<file path="src/rtl/booth_mul_sched_if.sv">
// booth_mul_sched_if
//   Client-side bundle of the shared Booth multiplier scheduler: per-requester
//   request levels and operands, the one-hot grant pulse, and the tagged
//   valid/ready response channel.
//
//   req      requester -> sched  N_REQ    request level, held until granted
//   req_mc   requester -> sched  8*N_REQ  signed multiplicands, slice i = requester i
//   req_mp   requester -> sched  8*N_REQ  signed multipliers, slice i = requester i
//   gnt      sched -> requester  N_REQ    one-hot pulse, operands latched
//   rsp_*    sched -> consumer            valid/id/prd/err response, rsp_ready back
//
//   slave  : the scheduler side
//   master : the client/consumer side
interface booth_mul_sched_if #(
  parameter int N_REQ = 4,
  parameter int ID_W  = 2
);
  logic [N_REQ-1:0]   req;
  logic [8*N_REQ-1:0] req_mc;
  logic [8*N_REQ-1:0] req_mp;
  logic [N_REQ-1:0]   gnt;
  logic               rsp_valid;
  logic               rsp_ready;
  logic [ID_W-1:0]    rsp_id;
  logic [15:0]        rsp_prd;
  logic               rsp_err;

  modport slave (
    input  req, req_mc, req_mp, rsp_ready,
    output gnt, rsp_valid, rsp_id, rsp_prd, rsp_err
  );

  modport master (
    output req, req_mc, req_mp, rsp_ready,
    input  gnt, rsp_valid, rsp_id, rsp_prd, rsp_err
  );
endinterface

</file>
<file path="src/rtl/booth_mul_sched.sv">
// booth_mul_sched
//   Round-robin scheduler sharing one sequential 8x8 signed Booth multiplier
//   (start/busy/prd, 8 iterations) between N_REQ requesters. One job is in
//   flight at a time: IDLE arbitrates and latches operands, ISSUE pulses the
//   multiplier start and the grant, WAIT captures the product in the first
//   busy-low cycle (or aborts after TIMEOUT cycles), RESP holds the tagged
//   result until the consumer takes it. All outputs are registered.
//
//   clk, rst_n       clock (rising edge), asynchronous active-low reset
//   cli              client bundle (slave modport): req/req_mc/req_mp/gnt and
//                    the rsp_valid/rsp_ready/rsp_id/rsp_prd/rsp_err channel
//   mul_start        start pulse to the multiplier
//   mul_mc, mul_mp   operands to the multiplier, held for the whole job
//   mul_busy         multiplier busy flag
//   mul_prd          multiplier product, taken verbatim
//   idle             high while the state machine is in IDLE
module booth_mul_sched #(
  parameter int N_REQ   = 4,
  parameter int ID_W    = 2,
  parameter int TIMEOUT = 12
) (
  input  logic                   clk,
  input  logic                   rst_n,
  booth_mul_sched_if.slave       cli,
  output logic                   mul_start,
  output logic [7:0]             mul_mc,
  output logic [7:0]             mul_mp,
  input  logic                   mul_busy,
  input  logic [15:0]            mul_prd,
  output logic                   idle
);

  localparam int CNT_W = $clog2(TIMEOUT);
  localparam int N_EXT = 2 ** ID_W;

  typedef enum logic [1:0] {
    IDLE,
    ISSUE,
    WAIT,
    RESP
  } state_t;

  state_t            state_q, state_d;
  logic [ID_W-1:0]   ptr_q, ptr_d;
  logic [ID_W-1:0]   cur_id_q, cur_id_d;
  logic [CNT_W-1:0]  cnt_q, cnt_d;
  logic [N_REQ-1:0]  gnt_q, gnt_d;
  logic              start_q, start_d;
  logic [7:0]        mc_q, mc_d;
  logic [7:0]        mp_q, mp_d;
  logic              rsp_valid_q, rsp_valid_d;
  logic [ID_W-1:0]   rsp_id_q, rsp_id_d;
  logic [15:0]       rsp_prd_q, rsp_prd_d;
  logic              rsp_err_q, rsp_err_d;
  logic              idle_q, idle_d;

  // Requests and operands are padded to the full id range so every select
  // below uses an exact-width index; padded requesters never request.
  logic [N_EXT-1:0]   req_ext;
  logic [8*N_EXT-1:0] mc_ext;
  logic [8*N_EXT-1:0] mp_ext;

  assign req_ext = N_EXT'(cli.req);
  assign mc_ext  = (8*N_EXT)'(cli.req_mc);
  assign mp_ext  = (8*N_EXT)'(cli.req_mp);

  logic              found;
  logic [ID_W-1:0]   sel;
  logic [ID_W-1:0]   cand;
  logic [ID_W:0]     cand_sum;
  logic [7:0]        sel_mc;
  logic [7:0]        sel_mp;

  // Round-robin pick: first set request at or above ptr, wrapping modulo
  // N_REQ (not modulo 2**ID_W, so a non-power-of-two N_REQ wraps correctly).
  always_comb begin
    found    = 1'b0;
    sel      = '0;
    cand     = '0;
    cand_sum = '0;
    for (int k = 0; k < N_REQ; k++) begin
      cand_sum = {1'b0, ptr_q} + (ID_W+1)'(k);
      if (cand_sum >= (ID_W+1)'(N_REQ)) begin
        cand_sum = cand_sum - (ID_W+1)'(N_REQ);
      end
      cand = cand_sum[ID_W-1:0];
      if (!found && req_ext[cand]) begin
        found = 1'b1;
        sel   = cand;
      end
    end
  end

  always_comb begin
    sel_mc = '0;
    sel_mp = '0;
    for (int k = 0; k < N_EXT; k++) begin
      if (sel == ID_W'(k)) begin
        sel_mc = mc_ext[8*k +: 8];
        sel_mp = mp_ext[8*k +: 8];
      end
    end
  end

  // Next-state and next-output logic. gnt/mul_start are computed on the
  // IDLE->ISSUE transition so the registered pulses land in the ISSUE cycle.
  // mul_busy is only looked at in WAIT: during ISSUE it may still describe
  // the previous job.
  always_comb begin
    state_d     = state_q;
    ptr_d       = ptr_q;
    cur_id_d    = cur_id_q;
    cnt_d       = cnt_q;
    gnt_d       = '0;
    start_d     = 1'b0;
    mc_d        = mc_q;
    mp_d        = mp_q;
    rsp_valid_d = rsp_valid_q;
    rsp_id_d    = rsp_id_q;
    rsp_prd_d   = rsp_prd_q;
    rsp_err_d   = rsp_err_q;

    case (state_q)
      IDLE: begin
        if (found) begin
          mc_d     = sel_mc;
          mp_d     = sel_mp;
          cur_id_d = sel;
          ptr_d    = (sel == ID_W'(N_REQ-1)) ? '0 : sel + 1'b1;
          gnt_d    = N_REQ'(1) << sel;
          start_d  = 1'b1;
          state_d  = ISSUE;
        end
      end
      ISSUE: begin
        cnt_d   = '0;
        state_d = WAIT;
      end
      WAIT: begin
        // The multiplier keeps shifting after it finishes, so the product is
        // only valid in the very first busy-low cycle.
        if (!mul_busy) begin
          rsp_prd_d   = mul_prd;
          rsp_id_d    = cur_id_q;
          rsp_err_d   = 1'b0;
          rsp_valid_d = 1'b1;
          state_d     = RESP;
        end else if (cnt_q == CNT_W'(TIMEOUT-1)) begin
          rsp_prd_d   = '0;
          rsp_id_d    = cur_id_q;
          rsp_err_d   = 1'b1;
          rsp_valid_d = 1'b1;
          state_d     = RESP;
        end else begin
          cnt_d = cnt_q + 1'b1;
        end
      end
      RESP: begin
        if (cli.rsp_ready) begin
          rsp_valid_d = 1'b0;
          rsp_err_d   = 1'b0;
          state_d     = IDLE;
        end
      end
      default: begin
        state_d = IDLE;
      end
    endcase

    idle_d = (state_d == IDLE);
  end

  always_ff @(posedge clk or negedge rst_n) begin
    if (!rst_n) begin
      state_q     <= IDLE;
      ptr_q       <= '0;
      cur_id_q    <= '0;
      cnt_q       <= '0;
      gnt_q       <= '0;
      start_q     <= 1'b0;
      mc_q        <= '0;
      mp_q        <= '0;
      rsp_valid_q <= 1'b0;
      rsp_id_q    <= '0;
      rsp_prd_q   <= '0;
      rsp_err_q   <= 1'b0;
      idle_q      <= 1'b1;
    end else begin
      state_q     <= state_d;
      ptr_q       <= ptr_d;
      cur_id_q    <= cur_id_d;
      cnt_q       <= cnt_d;
      gnt_q       <= gnt_d;
      start_q     <= start_d;
      mc_q        <= mc_d;
      mp_q        <= mp_d;
      rsp_valid_q <= rsp_valid_d;
      rsp_id_q    <= rsp_id_d;
      rsp_prd_q   <= rsp_prd_d;
      rsp_err_q   <= rsp_err_d;
      idle_q      <= idle_d;
    end
  end

  assign cli.gnt       = gnt_q;
  assign cli.rsp_valid = rsp_valid_q;
  assign cli.rsp_id    = rsp_id_q;
  assign cli.rsp_prd   = rsp_prd_q;
  assign cli.rsp_err   = rsp_err_q;
  assign mul_start     = start_q;
  assign mul_mc        = mc_q;
  assign mul_mp        = mp_q;
  assign idle          = idle_q;

endmodule

</file>
<file path="src/flat_wrapper.sv">
// flat-port wrapper written by rule: the top's interface ports become plain ports
module booth_mul_sched_flat 
#(
  parameter int N_REQ   = 4,
  parameter int ID_W    = 2,
  parameter int TIMEOUT = 12
)
  (clk, rst_n, mul_start, mul_mc, mul_mp, mul_busy, mul_prd, idle, cli_req, cli_req_mc, cli_req_mp, cli_rsp_ready, cli_gnt, cli_rsp_valid, cli_rsp_id, cli_rsp_prd, cli_rsp_err);
  booth_mul_sched_if #(.N_REQ(N_REQ), .ID_W(ID_W)) cli_i ();
  input  logic clk;
  input  logic rst_n;
  output logic mul_start;
  output logic [7:0] mul_mc;
  output logic [7:0] mul_mp;
  input  logic mul_busy;
  input  logic [15:0] mul_prd;
  output logic idle;
  input wire logic [$bits(cli_i.req)-1:0] cli_req;
  input wire logic [$bits(cli_i.req_mc)-1:0] cli_req_mc;
  input wire logic [$bits(cli_i.req_mp)-1:0] cli_req_mp;
  input wire logic [$bits(cli_i.rsp_ready)-1:0] cli_rsp_ready;
  output wire logic [$bits(cli_i.gnt)-1:0] cli_gnt;
  output wire logic [$bits(cli_i.rsp_valid)-1:0] cli_rsp_valid;
  output wire logic [$bits(cli_i.rsp_id)-1:0] cli_rsp_id;
  output wire logic [$bits(cli_i.rsp_prd)-1:0] cli_rsp_prd;
  output wire logic [$bits(cli_i.rsp_err)-1:0] cli_rsp_err;
  assign cli_i.req = cli_req;
  assign cli_i.req_mc = cli_req_mc;
  assign cli_i.req_mp = cli_req_mp;
  assign cli_i.rsp_ready = cli_rsp_ready;
  assign cli_gnt = cli_i.gnt;
  assign cli_rsp_valid = cli_i.rsp_valid;
  assign cli_rsp_id = cli_i.rsp_id;
  assign cli_rsp_prd = cli_i.rsp_prd;
  assign cli_rsp_err = cli_i.rsp_err;
  booth_mul_sched #(.N_REQ(N_REQ), .ID_W(ID_W), .TIMEOUT(TIMEOUT)) u_core (.clk(clk), .rst_n(rst_n), .cli(cli_i), .mul_start(mul_start), .mul_mc(mul_mc), .mul_mp(mul_mp), .mul_busy(mul_busy), .mul_prd(mul_prd), .idle(idle));
endmodule
</file>
<file path="config.mk">
export PLATFORM = sky130hd
export DESIGN_NAME = booth_mul_sched_flat
export DESIGN_NICKNAME = d
export VERILOG_FILES = /design/src/rtl/booth_mul_sched_if.sv /design/src/rtl/booth_mul_sched.sv /design/src/flat_wrapper.sv
export SDC_FILE = /design/constraint.sdc
export NUM_CORES = 1
export LEC_CHECK = 0
export BUFFER_PORTS_ARGS = -buffer_cell sky130_fd_sc_hd__buf_2
export CORE_ASPECT_RATIO = 1.5
export CORE_MARGIN = 2
export CORE_UTILIZATION = 47
export DETAILED_ROUTE_END_ITERATION = 12
export HOLD_SLACK_MARGIN = 0.05
export PLACE_DENSITY = 0.82
export SETUP_SLACK_MARGIN = 0.4
export SYNTH_ARGS = -nofsm -noshare
export SYNTH_HDL_FRONTEND = slang
export SYNTH_SLANG_ARGS = --single-unit
</file>
<file path="constraint.sdc">
create_clock -name clk -period 3.05 [get_ports clk]
set_clock_uncertainty 0.2 [all_clocks]
set_input_delay 0.4575 -clock clk [delete_from_list [all_inputs] [get_ports clk]]
set_output_delay 0.4575 -clock clk [all_outputs]
set_load 0.01 [all_outputs]
</file>
==> results of run 1 <==
-- power breakdown --
part           internal, µW  switching [µW]  total [µW]
logic                   840             945        1790
registers              1000             221        1220
clock network           269             228         496
-- worst max-delay path, delay by kind of cell --
| family | cells | cell delay, ns |
|---|---|---|
| buffers and inverters | 3 | 0.54 |
| and+or+nand+nor | 2 | 0.73 |
| AOI/OAI and AO/OA | 3 | 0.57 |
| adders and majority gates | 1 | 0.22 |
-- area by class of cell --
type                    count  share of cell area (%)
clock buffers               6                   2.261
flip-flops and latches     52                   35.66
inverters                  22                   2.330
multi-input cells         187                   36.66
clock inverters             2                   1.062
well taps                  72                   2.467
repair buffers            136                   19.56
-- layout by cell type, fill, tap and decap left out, types with 2 or more instances in the layout --
cell type	count
nand4_1	2
a21oi_1	35
a31oi_1	8
o211ai_1	4
nand3_1	3
o21ai_1	3
clkbuf_8	6
a22o_1	16
o2bb2ai_1	2
o21ai_0	3
a21o_1	2
nand2_1	25
and3_1	5
ha_1	3
dfrtp_1	51
nor2_1	5
inv_1	21
a31oi_2	9
mux2_1	2
nand2b_1	8
a221o_1	16
nand3b_1	18
buf_2	129
buf_4	5
-- sequential cells by signal, summed over array words and instances (netlist names) --
| register | count |
|---|---|
| u_core.cli.gnt | 4 |
| u_core.mul_mc | 8 |
| u_core.mul_mp | 8 |
| u_core.cli.rsp_err | 1 |
| u_core.ptr_q | 2 |
| u_core.cnt_q | 4 |
| u_core.cur_id_q | 2 |
| u_core.idle | 1 |
| u_core.state_q | 2 |
| u_core.cli.rsp_id | 2 |
| u_core.mul_start | 1 |
| u_core.cli.rsp_prd | 16 |
| u_core.cli.rsp_valid | 1 |
-- cell families after synthesis --
kind of cell	after synthesis	synth area share, %
AO/OA/AOI/OAI	105	28.24
AND/OR/NAND/NOR	74	15.29
flip-flops	52	46.14
buffers and inverters	46	6.959
adder cells (fa/ha/maj)	5	2.216
multiplexers	3	1.152
-- per-layer routing --
metal | share of wire [%] | up-vias | GRT usage [%] | wire length [µm]
met3 | 7.1 | 2 | 4.110 | 496
li1 | - | 1280 | - | -
met5 | 0 | - | 0 | 0
met2 | 51 | 119 | 36.86 | 3562
met1 | 41 | 1255 | 27.13 | 2835
met4 | 0.79 | 0 | 6.907 | 55
-- per-stage QoR --
stage	instances	setup slack (ns)
after global routing	477	0.4170
after detailed placement	469	0.1298
after floorplan	285	0.4048
after CTS	477	0.4302
after global placement	469	0.1852
final	477	0.5675
-- how the worst max path moves through the flow --
stage                          startpoint  cells after the start  slack, ns                to
after floorplan                cli_req[0]                      8       0.40  u_core.mul_mc[6]
after global placement         cli_req[3]                      9       0.19  u_core.mul_mc[3]
after detailed placement       cli_req[3]                      9       0.13  u_core.mul_mc[0]
after CTS                 u_core.ptr_q[1]                      7       0.43  u_core.mul_mc[0]
after global routing           cli_req[0]                      9       0.42  u_core.mul_mp[6]
final                          cli_req[0]                      9       0.57  u_core.mul_mp[6]
-- timing repair --
item,in CTS,in global routing
hold endpoints to repair,0,0
hold buffers,0,0
gates resized for setup,1,3
endpoints found under the setup margin,7,13
==> results.md, run 1 <==
- Synth Flop Type: dfrtp_1
- Power, Total: ~3500 µW
- Syn_nets: about 380
- Final nets: 497
- CTS H-tree depth: 2
- Netlist cell types: 43
- Multi-input gate area: 0.001339 mm²
- Worst r2r src: u_core.ptr_q[1]
- Fillers: 511
- Number of I/O pins: 130
- Hpwl dp: 5108 µm
- Seq. cell area: 0.001303 mm²
- PwrDens: between 900 and 1000 mW/mm²
- DRT antenna net count: 0
- Total Wirelength: ~6900 µm
- HP Class: input port to async pin
- Hold Vio Cnt, Final: 0
- Reg-to-reg critical path endpoint: u_core.mul_mc[0]
- Final TNS setup: 0 ns
- 1st-iter DRT viols: 136
- Async SR Flop Fraction: 100.0%
- Post-synth EDFFs: 0
- Leading area contributor after synthesis: dfrtp_1
- Remaining Overflow, GRT: 0
- Global-route wire length before repair: around 11000 µm
- Worst rel slew slack: 25.70%
- Slew at the pin with the worst max-slew slack: 1.114 ns
- Max Cap Viol: 0
- Core area: approximately 0.0058 mm²
- CTS clock-pin slew for the worst setup and hold paths: 0.10 ns
- Post-CTS Setup Inserts: 0
- Largest net degree at the start of global routing: 53
- Crit-path slowest cell: or4_1
- FMAX: 0.4028 GHz
- Status: finished, final reports clean
- Diodes inserted: 0
- Tcrit/Tclk final: 81.39%
- Worst path required time: 3.08 ns
- Die height: between 90 and 100 µm
- DRT Pass-1 Iters: 4
- Via count: 2656
- Starting Density: 48.79%
- Final slew viol count: 0
- Synth-to-Final Area Change: 29.39%
- Maximum vdd ir drop: 0.4298 mV
- CP arrival: roughly 2.5 ns
- Sequential area share after synthesis: a little under half
- Worst Hold Margin: 0.1674 ns
- Most common cell in the netlist: dfrtp_1
- Crit-path cells: buf_2 > or4_1 > buf_6 > nand4_1 > ha_1 > buf_12 > a21oi_1 > a221o_1 > a31oi_1
- CTS max path bufs: 2
- DRC viols: 0
- R2R Setup Slk: ~0.63 ns
- Finished Cell Area: 0.003652 mm²
- Final Core Density: 63.13%
- DIE AREA: approximately 0.0067 mm²
- Static Leak: 0.001797 µW
- Setup crit end kind: flop
- Share of the synthesized area in the top cell type: 45.21%
- GRT Total Usage: 21.64%
- # rows: 34
- Period minus WS final: approximately 2.5 ns
- Synth Warn #: 0
- Post-Syn Area: 0.002823 mm²
- Crit path largest cell delay: 0.57 ns
- CTS Root Cell: clkbuf_8
- Highest net fanout along the worst path: 33
- Top cells by area, synth: dfrtp_1 (45%), a21oi_1 (6.2%), a221o_1 (5.7%)
- #FFs+latches synth: 52
- CTS tree: built
- Share of layout cells above drive strength 1: 39.51%
- R2R depth: 8
- Chip width: 67.28 µm
- CP Class: input port to flop
- Per-cell routed wire length: 14.57 µm
- Gate Count Post-Synth: 285
- Dpl cell area: 0.003512 mm²
- Vias/cell: 5.568
- RSZ-0062 raised after global routing: no
- Antenna violations before repair: 0
- Critical path startpoint category: input port
- Clock Latency Late Sink: 0.30 ns
- Commonest cells in the netlist: dfrtp_1 (51), a21oi_1 (35), nand2_1 (25)
- Total CTS buffers: 5
- CTS sink count: 52
- GP Congestion: 0.9065
- Vias in the first global route: 2484
- Buffers on Ports: 129
- Synthesized area per cell: roughly 9.9 µm²
- Setup-failing EPs final: 0
Note: power is estimated with default switching activity, not from simulation.
==> inputs of run 2 (changes only) <==
==> constraint.sdc (replaced) <==
create_clock -name clk -period 2.3 [get_ports clk]
set_clock_uncertainty 0.2 [all_clocks]
set_input_delay 0.345 -clock clk [delete_from_list [all_inputs] [get_ports clk]]
set_output_delay 0.345 -clock clk [all_outputs]
set_load 0.01 [all_outputs]
==> results.md, run 2 (synthesis results as in run 1) <==
- Status: complete, but fails checks
- Failing checks: negative setup slack
- DRC viols: 0
- Commonest non-fill, non-tap cell in the layout: buf_2
- Most used cell along the critical path: buf_4
- CTS H-tree depth: 2
- CTS tree: built
- Chip width: 67.28 µm
- HP Class: input port to flop
- Starting Density: 48.79%
- Clock Latency Late Sink: 0.30 ns
- Number of I/O pins: 130
- Vias in the first global route: 2897
- CTS Root Cell: clkbuf_8
- Core area: 0.005786 mm²
- DRT antenna net count: 0
- PwrDens: 1287 mW/mm²
- Buffers on Ports: 129
- Highest net fanout along the worst path: 8
- Beginning of the critical path: u_core.ptr_q[1]
- Total CTS buffers: 5
- Via count: a little under 3000
- CTS sink count: 52
- CTS clock-pin slew for the worst setup and hold paths: 0.10 ns
- FMAX: 0.4093 GHz
- Worst Hold Margin: 0.05737 ns
- Fillers: 436
- Multi-input gate area: 0.001448 mm²
- Hold Vio Cnt, Final: 0
- Crit path largest cell delay: 0.46 ns
- Maximum vdd ir drop: 0.8538 mV
- CP Class: flop to flop
- Setup slack after layout: -0.1433 ns
- Diodes inserted: 0
- Static Leak: 0.002021 µW
- Vias/cell: 5.641
- Buffers & Inverters on Critical Path: 3
- Crit-path cells: nand2b_1 > a21o_1 > buf_4 > nand4_1 > buf_4 > ha_4 > buf_12 > nand3b_1 > a221o_1 > a31oi_2
- Max Cap Viol: 0
- Antenna violations before repair: 0
- Slew at the pin with the worst max-slew slack: about 0.55 ns
- Crit-path slowest cell: dfrtp_2
- Worst r2r src: u_core.ptr_q[1]
- Worst Hold Launch: mul_prd[4]
- Final Core Density: a little under three quarters
- Die height: between 90 and 100 µm
- RSZ-0062 raised after global routing: yes
- DRT Pass-1 Iters: 4
- CTS max path bufs: 2
- Synth-to-Final Area Change: 47.07%
- Setup crit end kind: flop
- Per-cell routed wire length: 16.71 µm
- Max reg flops: 16
- Total Wirelength: ~8600 µm
- Seq. cell area: 0.001308 mm²
- CP arrival: 2.45 ns
- Worst path required time: 2.31 ns
- Most frequent cells in the layout: buf_2 (130), dfrtp_1 (47), a21oi_1 (31), buf_4 (31), nand2_1 (25)
- Largest net degree at the start of global routing: 25
- Remaining Overflow, GRT: 0
- Final nets: 536
- GP Congestion: 0.8855
- Critical path startpoint category: flop
- Share of layout cells above drive strength 1: 48.42%
- Hpwl dp: 5740 µm
- Tcrit/Tclk final: 106.2%
- CP top delay family: compound AO/OA/AOI/OAI gates
- Worst rel slew slack: 63.10%
- GRT Total Usage: 25.88%
- DIE AREA: roughly 0.0067 mm²
- Final slew viol count: 0
- Global-route wire length before repair: 13340 µm
- 1st-iter DRT viols: 176
- Setup-failing EPs final: 3
- # rows: 34
- Period minus WS final: 2.443 ns
[run 2: path summary, 6_finish.rpt]
check                                          to  slack (ns)  cells past startpoint
hold / removal              u_core.cli.rsp_prd[4]        0.06                      2
max in group asynchronous   u_core.cli.rsp_prd[2]        0.90                      3
setup reg to reg                 u_core.mul_mc[6]       -0.14                     10
hold reg to reg            u_core.cli.rsp_prd[13]        0.31                      1
min in group asynchronous   u_core.cli.rsp_prd[5]        0.32                      2
setup / recovery                 u_core.mul_mc[6]       -0.14                     10
[run 2: metrics by stage]
| step | total power (µW) | setup WS, ns | cells | instance area (µm²) | TNS, ns |
|---|---|---|---|---|---|
| floorplan | 3345 | -0.1373 | 285 | 2918 | -1.669 |
| global placement | 4099 | -0.1720 | 488 | 3691 | -2.675 |
| detailed placement | 4204 | -0.2259 | 488 | 3691 | -3.133 |
| CTS | 5088 | 0.02095 | 505 | 3995 | 0 |
| global route | 5701 | -0.2025 | 516 | 4151 | -1.472 |
| finish | 5344 | -0.1433 | 516 | 4151 | -0.1614 |
[run 2: what timing repair did]
item,in CTS,in global routing
endpoints found under the hold margin,19,1
endpoints found under the setup margin,38,41
cloned,2,3
gates resized for setup,19,13
hold buffers,1,1
setup buffers,6,7
pin swaps,10,11
[run 2: worst register-to-register path: stages, from the launching register on]
cell      delay (ns)
dfrtp_2         0.46
nand2b_1        0.16
a21o_1          0.18
buf_4           0.14
nand4_1         0.10
buf_4           0.14
ha_4            0.18
buf_12          0.14
nand3b_1        0.09
a221o_1         0.38
a31oi_2         0.19
[run 2: layout make-up]
type / count / area share, %
clock inverter: 2 / 0.3315
clock buffer: 6 / 1.989
timing repair buffer: 175 / 27.09
sequential: 52 / 31.49
inverter: 22 / 2.049
multi-input combinational: 187 / 34.87
tap: 72 / 2.170
[run 2: per-layer routing]
| layer | vias to the layer above | global-route usage (%) | share of wire [%] |
|---|---|---|---|
| li1 | 1365 | - | - |
| met1 | 1403 | 29.44 | 35 |
| met3 | 23 | 4.338 | 5.6 |
| met4 | 0 | 10.05 | 3.7 |
| met2 | 120 | 46.69 | 55 |
| met5 | - | 0 | 0 |
[run 2: power by group]
| group | switching, µW | internal (µW) | leakage, µW |
|---|---|---|---|
| combinational | 1550 | 1620 | 0.00134 |
| clock | 301 | 247 | 0.0000516 |
| sequential | 297 | 1330 | 0.000629 |
==> inputs of run 3 (changes only) <==
--- a/config.mk
+++ b/config.mk
@@ -7,11 +7,12 @@
 export LEC_CHECK = 0
 export BUFFER_PORTS_ARGS = -buffer_cell sky130_fd_sc_hd__buf_2
 export CORE_ASPECT_RATIO = 1.5
-export CORE_MARGIN = 2
+export CORE_MARGIN = 10
 export CORE_UTILIZATION = 47
 export DETAILED_ROUTE_END_ITERATION = 12
 export HOLD_SLACK_MARGIN = 0.05
 export PLACE_DENSITY = 0.82
+export RECOVER_POWER = 50
 export SETUP_SLACK_MARGIN = 0.4
 export SYNTH_ARGS = -nofsm -noshare
 export SYNTH_HDL_FRONTEND = slang
==> results.md, run 3 (synthesis results as in run 1) <==
- Max reg flops: 16
- Critical path startpoint category: flop
- Setup slack after layout: -0.08214 ns
- PwrDens: approximately 1300 mW/mm²
- CTS tree: built
- Share of layout cells above drive strength 1: about 38%
- CTS max path bufs: 2
- Most frequent cells in the layout: buf_2 (89), dfrtp_1 (49), clkbuf_1 (40)
- Antenna violations before repair: 0
- CTS clock-pin slew for the worst setup and hold paths: 0.10 ns
- Largest net degree at the start of global routing: 53
- Via count: 2914
- Worst rel slew slack: 14.05%
- Max Cap Viol: 0
- HP Class: input port to flop
- Die height: 114.9 µm
- Remaining Overflow, GRT: 0
- GRT Total Usage: 17.95%
- Beginning of the critical path: u_core.ptr_q[0]
- DIE AREA: ~0.0096 mm²
- # rows: 34
- Global-route wire length before repair: 14570 µm
- CTS sink count: 52
- Worst hold stages: 2
- Reg-to-reg critical path endpoint: u_core.mul_mp[0]
- FMAX: 0.4198 GHz
- Status: complete, but fails checks
- Seq. cell area: 0.001305 mm²
- Hpwl dp: 6416 µm
- Total CTS buffers: 5
- Static Leak: 0.001926 µW
- Commonest non-fill, non-tap cell in the layout: buf_2
- Worst Hold Margin: 0.06300 ns
- Failing checks: negative setup slack
- Highest net fanout along the worst path: 7
- Slew at the pin with the worst max-slew slack: 1.289 ns
- Clock Latency Late Sink: 0.30 ns
- RSZ-0062 raised after global routing: yes
- DRT Pass-1 Iters: 4
- Hold Vio Cnt, Final: 0
- Per-cell routed wire length: 18.15 µm
- Final nets: 544
- CP arrival: 2.41 ns
- Total Wirelength: between 9000 and 10000 µm
- Starting Density: 48.43%
- R2R Setup Slk: -0.08 ns
- 1st-iter DRT viols: about 150
- Number of I/O pins: 130
- Setup crit end kind: flop
- GP Congestion: 0.9080
- Tcrit/Tclk final: 103.6%
- DRT antenna net count: 0
- Period minus WS final: 2.382 ns
- Worst path required time: 2.33 ns
- Maximum vdd ir drop: roughly 0.67 mV
- Vias/cell: 5.550
- Buffers on Ports: 129
- CTS H-tree depth: 2
- Worst r2r src: u_core.ptr_q[0]
- Core area: 0.005828 mm²
- Setup-failing EPs final: 14
- Crit path to: u_core.mul_mp[0]
- Multi-input gate area: 0.001445 mm²
- Vias in the first global route: between 3000 and 4000
- DRC viols: 0
- CTS Root Cell: clkbuf_8
- Final slew viol count: 0
- Synth-to-Final Area Change: 49.20%
- Fillers: between 400 and 500
- Chip width: 83.28 µm
- Final Core Density: 72.26%
- R2R depth: 10
- CP Class: flop to flop
## run 3: cell types whose count changed in the layout (fill, tap and decap cells not counted), sizes merged
cell	before	now
buf	171	128
clkbuf	8	47
dlygate4sd3	2	13
clkinvlp	0	1
diode	0	1
## run 3: report_power, final
part	total (µW)	internal (µW)	switching [µW]	leakage [µW]
clock network	531	217	315	0.0000445
registers	1630	1330	303	0.000631
logic	3110	1560	1550	0.00125
## run 3: timing repair
| action | 4_1_cts | 5_1_grt |
|---|---|---|
| setup endpoints to repair | 37 | 43 |
| pin swaps | 11 | 10 |
| gates resized for setup | 12 | 31 |
| hold endpoints to repair | 61 | 2 |
| cloned | 2 | 1 |
| hold buffers | 11 | 2 |
| buffers inserted | 5 | 5 |
## run 3: worst min path at each step
stage,start,to,slack (ns)
after global routing,mul_prd[0],u_core.cli.rsp_prd[0],0.06
after global placement,u_core.cur_id_q[0],u_core.cli.rsp_id[0],0.28
after floorplan,rst_n,u_core.cli.gnt[0],-0.15
after detailed placement,u_core.cli.rsp_prd[10],u_core.cli.rsp_prd[10],0.29
final,mul_prd[1],u_core.cli.rsp_prd[1],0.06
after CTS,mul_prd[15],u_core.cli.rsp_prd[15],0.05
## run 3: per-stage QoR
| stage | TNS, ns | instance area, µm² | total power [µW] | cells | setup WS (ns) |
|---|---|---|---|---|---|
| after floorplan | -1.669 | 2918 | 3345 | 285 | -0.1373 |
| after global placement | -2.886 | 3706 | 4168 | 490 | -0.1911 |
| after detailed placement | -3.286 | 3706 | 4246 | 490 | -0.2408 |
| after CTS | 0 | 4061 | 5056 | 516 | 0.03595 |
| after global routing | -1.938 | 4209 | 5655 | 524 | -0.1720 |
| final | -0.6255 | 4212 | 5277 | 525 | -0.08214 |
## run 3: metal layers
| layer | vias to the layer above | wire [µm] | part of all wire, % | track usage [%] |
|---|---|---|---|---|
| li1 | 1386 | - | - | - |
| met1 | 1393 | 3775 | 40 | 20.64 |
| met2 | 123 | 5093 | 53 | 31.77 |
| met3 | 12 | 474 | 5.0 | 3.326 |
| met4 | 0 | 187 | 2.0 | 7.859 |
| met5 | - | 0 | 0 | 0 |
## run 3: final cells by class
| type | count | area share, % |
|---|---|---|
| antenna | 1 | 0.05942 |
| inverter | 22 | 2.020 |
| sequential | 52 | 30.99 |
| multi-input combinational | 187 | 34.31 |
| clock inverter | 3 | 0.5051 |
| tap | 72 | 2.139 |
| clock buffer | 5 | 1.634 |
| timing repair buffer | 183 | 28.34 |
## run 3: worst max-delay path: stages (launching register included)
cell and delay, ns:
dfrtp_1 0.43, nand2b_1 0.11, a21o_1 0.17, buf_6 0.11, nand4_1 0.15, buf_4 0.18, ha_4 0.20, buf_12 0.15
buf_6 0.11, a221o_1 0.34, a31oi_2 0.14
